**src/rtl/dds_config_sequencer.sv**
```systemverilog
// Receives 7-byte UART configuration frames for a DDS, validates them, and applies
// the held configuration only at a phase-accumulator wrap so waveforms switch glitch-free.
module dds_config_sequencer #(
    parameter int TIMEOUT_CYCLES = 1250000,
    parameter int FULL_SCALE     = 3300,
    parameter int RST_M          = 1,
    parameter int RST_OFFSET     = 1650
) (
    input  logic        sysclk,
    input  logic        reset,
    input  logic [7:0]  rx_data,
    input  logic        rx_valid,
    input  logic        phase_wrap,
    output logic [1:0]  signal_type,
    output logic [15:0] tuning_M,
    output logic [15:0] offset,
    output logic [15:0] amplitude,
    output logic        cfg_update,
    output logic        frame_error,
    output logic        busy
);

    localparam int TW = (TIMEOUT_CYCLES > 1) ? $clog2(TIMEOUT_CYCLES + 1) : 1;

    typedef enum logic [1:0] {
        S_IDLE,
        S_RECV,
        S_CHECK
    } state_t;

    state_t r_state;
    state_t w_stateNext;

    logic [7:0]    r_bytes [0:6];
    logic [2:0]    r_cnt;
    logic [TW-1:0] r_tmo;

    logic          r_pending;
    logic [1:0]    r_pendType;
    logic [15:0]   r_pendM;
    logic [15:0]   r_pendOffset;
    logic [15:0]   r_pendAmp;

    logic [1:0]    r_signalType;
    logic [15:0]   r_tuningM;
    logic [15:0]   r_offset;
    logic [15:0]   r_amplitude;
    logic          r_cfgUpdate;
    logic          r_frameError;
    logic          r_busy;

    logic [7:0]    w_type;
    logic [15:0]   w_m;
    logic [15:0]   w_off;
    logic [15:0]   w_amp;
    logic [16:0]   w_sum;
    logic          w_frameOk;
    logic          w_timeout;
    logic          w_accept;
    logic          w_reject;
    logic          w_apply;
    logic          w_pendingNext;

    assign w_type = r_bytes[0];
    assign w_m    = {r_bytes[1], r_bytes[2]};
    assign w_off  = {r_bytes[3], r_bytes[4]};
    assign w_amp  = {r_bytes[5], r_bytes[6]};
    // The sum is widened to 17 bits so a large offset+amplitude cannot wrap past the limit.
    assign w_sum  = {1'b0, w_off} + {1'b0, w_amp};

    assign w_frameOk = (w_type <= 8'd2) && (w_m != 16'd0) && (w_amp <= w_off)
                       && (w_sum <= 17'(FULL_SCALE));

    assign w_timeout     = (r_state == S_RECV) && !rx_valid && (r_tmo == TW'(TIMEOUT_CYCLES - 1));
    assign w_accept      = (r_state == S_CHECK) && w_frameOk;
    assign w_reject      = (r_state == S_CHECK) && !w_frameOk;
    assign w_apply       = r_pending && phase_wrap;
    assign w_pendingNext = w_accept || (r_pending && !w_apply);

    always_ff @(posedge sysclk or posedge reset) begin
        if (reset) begin
            r_state <= S_IDLE;
        end else begin
            r_state <= w_stateNext;
        end
    end

    always_comb begin
        w_stateNext = r_state;
        case (r_state)
            S_IDLE:  if (rx_valid) w_stateNext = S_RECV;
            S_RECV: begin
                if (rx_valid && (r_cnt == 3'd6)) begin
                    w_stateNext = S_CHECK;
                end else if (w_timeout) begin
                    w_stateNext = S_IDLE;
                end
            end
            S_CHECK: w_stateNext = S_IDLE;
            default: w_stateNext = S_IDLE;
        endcase
    end

    // Byte capture and inter-byte timeout; bytes arriving during CHECK are dropped.
    always_ff @(posedge sysclk or posedge reset) begin
        if (reset) begin
            for (int i = 0; i < 7; i++) begin
                r_bytes[i] <= 8'd0;
            end
            r_cnt <= 3'd0;
            r_tmo <= '0;
        end else begin
            case (r_state)
                S_IDLE: begin
                    r_tmo <= '0;
                    if (rx_valid) begin
                        r_bytes[0] <= rx_data;
                        r_cnt      <= 3'd1;
                    end
                end
                S_RECV: begin
                    if (rx_valid) begin
                        r_bytes[r_cnt] <= rx_data;
                        r_cnt          <= r_cnt + 3'd1;
                        r_tmo          <= '0;
                    end else if (w_timeout) begin
                        r_cnt <= 3'd0;
                        r_tmo <= '0;
                    end else begin
                        r_tmo <= r_tmo + 1'b1;
                    end
                end
                default: begin
                    r_cnt <= 3'd0;
                    r_tmo <= '0;
                end
            endcase
        end
    end

    // Apply reads the old pending values while a same-cycle accept overwrites them.
    always_ff @(posedge sysclk or posedge reset) begin
        if (reset) begin
            r_pending    <= 1'b0;
            r_pendType   <= 2'd0;
            r_pendM      <= 16'd0;
            r_pendOffset <= 16'd0;
            r_pendAmp    <= 16'd0;
            r_signalType <= 2'd0;
            r_tuningM    <= 16'(RST_M);
            r_offset     <= 16'(RST_OFFSET);
            r_amplitude  <= 16'd0;
            r_cfgUpdate  <= 1'b0;
            r_frameError <= 1'b0;
            r_busy       <= 1'b0;
        end else begin
            r_cfgUpdate  <= w_apply;
            r_frameError <= w_timeout || w_reject;
            r_pending    <= w_pendingNext;
            r_busy       <= (w_stateNext != S_IDLE) || w_pendingNext;
            if (w_apply) begin
                r_signalType <= r_pendType;
                r_tuningM    <= r_pendM;
                r_offset     <= r_pendOffset;
                r_amplitude  <= r_pendAmp;
            end
            if (w_accept) begin
                r_pendType   <= w_type[1:0];
                r_pendM      <= w_m;
                r_pendOffset <= w_off;
                r_pendAmp    <= w_amp;
            end
        end
    end

    assign signal_type = r_signalType;
    assign tuning_M    = r_tuningM;
    assign offset      = r_offset;
    assign amplitude   = r_amplitude;
    assign cfg_update  = r_cfgUpdate;
    assign frame_error = r_frameError;
    assign busy        = r_busy;

endmodule

```
**config.mk**
```make
export PLATFORM = sky130hd
export DESIGN_NAME = dds_config_sequencer
export DESIGN_NICKNAME = d
export VERILOG_FILES = /design/src/rtl/dds_config_sequencer.sv
export SDC_FILE = /design/constraint.sdc
export NUM_CORES = 1
export LEC_CHECK = 0
export BUFFER_PORTS_ARGS = -buffer_cell sky130_fd_sc_hd__buf_2
export CORE_ASPECT_RATIO = 0.9
export CORE_MARGIN = 2
export CORE_UTILIZATION = 35
export DETAILED_ROUTE_END_ITERATION = 10
export PLACE_DENSITY = 0.49
export SLEW_MARGIN = 20
export SYNTH_ARGS = -nofsm -noshare
export SYNTH_HDL_FRONTEND = slang
export SYNTH_SLANG_ARGS = --single-unit
```
**constraint.sdc**
```tcl
create_clock -name sysclk -period 10.8 [get_ports sysclk]
set_clock_uncertainty 0.15 [all_clocks]
set_input_delay 2.16 -clock sysclk [delete_from_list [all_inputs] [get_ports sysclk]]
set_output_delay 2.16 -clock sysclk [all_outputs]
set_load 0.05 [all_outputs]
```
==> results.json <==
{
  "final_cell_mix": "dfrtp_1, nand2_1, a211oi_1",
  "wirelength_um": 26400,
  "post_cts_buffers": 0,
  "fmax_mhz": 226,
  "holdWs_ns": 0.302,
  "status": "finished, final reports clean",
  "die-area_sq_um": 29300,
  "io_pins": 65,
  "core-area_sq_um": 27700,
  "ant_nets": 0,
  "finalCritPeriodShare_pct": 41.0,
  "top_usage_layer": "met2",
  "start_util_pct": 35.3,
  "final_common_cell": "dfrtp_1",
  "clock_sinks": 186,
  "grt_overflow": 0,
  "synthCells": 1026,
  "drive_gt1_share_pct": 17.9,
  "fillCellCount": 2785,
  "syn_nets": 1074,
  "dpl.cell_count": 1398,
  "dr.pass1.iters": 5,
  "clockBufferDepth": 2,
  "antenna_found_initial": 0,
  "cp-end-kind": "flip-flop",
  "use_met2_pct": 28.8,
  "vdd_ir_drop_max_uv": 191,
  "wl_per_cell_um": 18.5,
  "netlist_area_sq_um": 9790,
  "die_height_um": 163,
  "grt_pass1_wl_um": 43400,
  "yosysSeqAreaShare_pct": 47.7,
  "root_buffer": "clkbuf_16",
  "clk_latency_ns": 0.44,
  "clk_pin_slew_ns": 0.08,
  "cts-resized-gates": 0,
  "h-tree-depth": 4,
  "synth.avg_cell_area_sq_um": 9.54,
  "arrival_ns": 4.60,
  "cp_max_fo": 51,
  "ys_ff_latch": 186,
  "rsz0062_at_grt": "no",
  "finalSetupTns_ns": 0,
  "drtIter0Drc": 487,
  "grt_pass1_vias": 7266,
  "worst_pin_slew_ns": 1.11,
  "dp_hpwl_um": 17100,
  "drv_slew": 0,
  "p_leak_nw": 4.79,
  "synth-edff-count": 0,
  "worstHoldPathType": "reg2reg",
  "path_class": "reg2reg",
  "diodes": 0,
  "numCtsBuffers": 17,
  "met1_usage_pct": 28.2,
  "vias": 7464,
  "synth_cell_types": 66,
  "yosysWarnings": 0,
  "timing.slew.headroom_pct": 25.8,
  "die_w_um": 180,
  "grt_max_degree": 131,
  "power_density_nw_per_um2": 251,
  "post_dp_cell_area_sq_um": 10400,
  "finish.instance_area_sq_um": 11000,
  "met3_usage_pct": 3.00,
  "fp-row-count": 58,
  "grtUsageTotal_pct": 18.9,
  "min_period_ns": 4.42,
  "gp_congestion": 0.827,
  "required_ns": 10.97,
  "port_buffers": 64,
  "route.detailed.drc": 0,
  "nets": 1105,
  "finalHoldViolations": 0,
  "drv_cap": 0,
  "setup_viol": 0,
  "instances_no_fill": 1430,
  "ys_dominant_reg_cell": "dfrtp_1",
  "synthArstFlopShare_pct": 100,
  "area_growth_pct": 12.2,
  "start_kind": "flip-flop",
  "cts_tree": "yes",
  "hold_buffers": 0,
  "drt-vias-per-instance": 5.22
}
-- cell usage after synthesis, types with 2 or more instances --
cell type / count / area share [%]
dfrtp_1: 179 / 46
nand2_1: 110 / 4.2
a211oi_1: 104 / 8.0
nor2_1: 95 / 3.6
inv_1: 81 / 3.1
o21ai_0: 68 / 3.5
clkbuf_1: 49 / 1.9
mux2_2: 47 / 5.4
o21ai_1: 37 / 1.9
ha_1: 35 / 4.5
a21oi_1: 23 / 1.2
nand3_1: 22 / 1.1
o31ai_2: 14 / 1.8
xnor2_1: 11 / 0.98
buf_2: 10 / 0.51
nand2b_1: 9 / 0.58
nand4_1: 9 / 0.58
nor3_1: 9 / 0.46
nor4_1: 9 / 0.58
xor2_1: 9 / 0.81
and3_1: 8 / 0.51
or3_1: 8 / 0.51
dfstp_2: 7 / 1.9
nor2b_1: 7 / 0.45
a211o_1: 5 / 0.45
o211ai_1: 4 / 0.31
nand3b_1: 3 / 0.23
o2111a_1: 3 / 0.35
o21a_1: 3 / 0.23
or4_1: 3 / 0.23
a2111oi_0: 2 / 0.18
buf_4: 2 / 0.15
buf_6: 2 / 0.23
nor3b_1: 2 / 0.15
nor4b_1: 2 / 0.18
o21bai_1: 2 / 0.15
o31a_1: 2 / 0.18
o31ai_1: 2 / 0.15
or2_1: 2 / 0.13
-- kinds of logic (layout without fill, tap and decap cells) --
| logic type | count (synthesis) | count (layout) | share of synthesized area [%] |
|---|---|---|---|
| AO/OA/AOI/OAI | 287 | 287 | 20.3 |
| buffers and inverters | 146 | 190 | 5.96 |
| flip-flops | 186 | 186 | 47.7 |
| multiplexers | 48 | 48 | 5.51 |
| adder cells (fa/ha/maj) | 36 | 36 | 4.68 |
| XOR/XNOR | 20 | 20 | 1.79 |
| AND/OR/NAND/NOR | 303 | 303 | 14.1 |
-- per-stage QoR --
step                worst slack (ns)  power [W]  utilization (%)
finish                          6.38    0.00275             39.6
global route                    6.14    0.00294             39.6
CTS                             6.35    0.00277             39.6
detailed placement              6.39    0.00214             37.5
global placement                6.38    0.00214             37.5
floorplan                       3.44    0.00181                -
-- per-layer routing --
layer  wire [um]  vias to the layer above
li1            -                     3678
met1       13600                     3648
met2       11800                      119
met3         742                       19
met4         265                        0
met5           0                        -
-- where the power goes --
part | leakage, nW | total (W) | internal (W) | switching (W)
logic | 2.26 | 0.00122 | 0.000446 | 0.000770
registers | 2.25 | 0.000918 | 0.000805 | 0.000113
clock network | 0.284 | 0.000620 | 0.000312 | 0.000308
total | 4.79 | 0.00275 | 0.00156 | 0.00119
-- area by class of cell --
class / count / area [sq um] / share of cell area [%]
clock buffers: 18 / 439 / 4.00
clock inverters: 14 / 129 / 1.17
inverters: 82 / 315 / 2.87
multi-input cells: 694 / 4570 / 41.6
flip-flops and latches: 186 / 4660 / 42.5
well taps: 360 / 450 / 4.10
repair buffers: 76 / 410 / 3.74
-- state kept, by name, indices dropped and copies added, names as in the netlist, 2 cells and up --
register and cells:
signal_type 2, r_pendType 2, r_bytes 48, r_pendAmp 16, r_pendM 16, r_state 2
amplitude 16, r_cnt 3, w_type 8, offset 16, r_tmo 21, tuning_M 16
r_pendOffset 16
-- critical path, stage by stage, from the launching register on --
cell     delay, ns
dfrtp_1       0.41
inv_1         0.10
ha_1          0.46
nor2b_1       0.14
or4_1         0.43
o21a_1        0.24
and3_1        0.21
o32ai_4       0.25
buf_4         0.54
a21oi_1       0.23
or2_2         0.44
buf_4         0.37
a22o_1        0.32
-- path summary, 6_finish.rpt --
kind | from | to | slack [ns] | cells after the start
max in group asynchronous | reset | w_type[3] | 7.53 | 3
min | r_tmo[0] | r_tmo[0] | 0.30 | 1
max reg2reg | r_bytes[23] | frame_error | 6.38 | 12
min reg2reg | r_tmo[0] | r_tmo[0] | 0.30 | 1
min in group asynchronous | reset | r_pendM[2] | 1.72 | 2
max | r_bytes[23] | frame_error | 6.38 | 12
(Power assumes the default switching activity.)
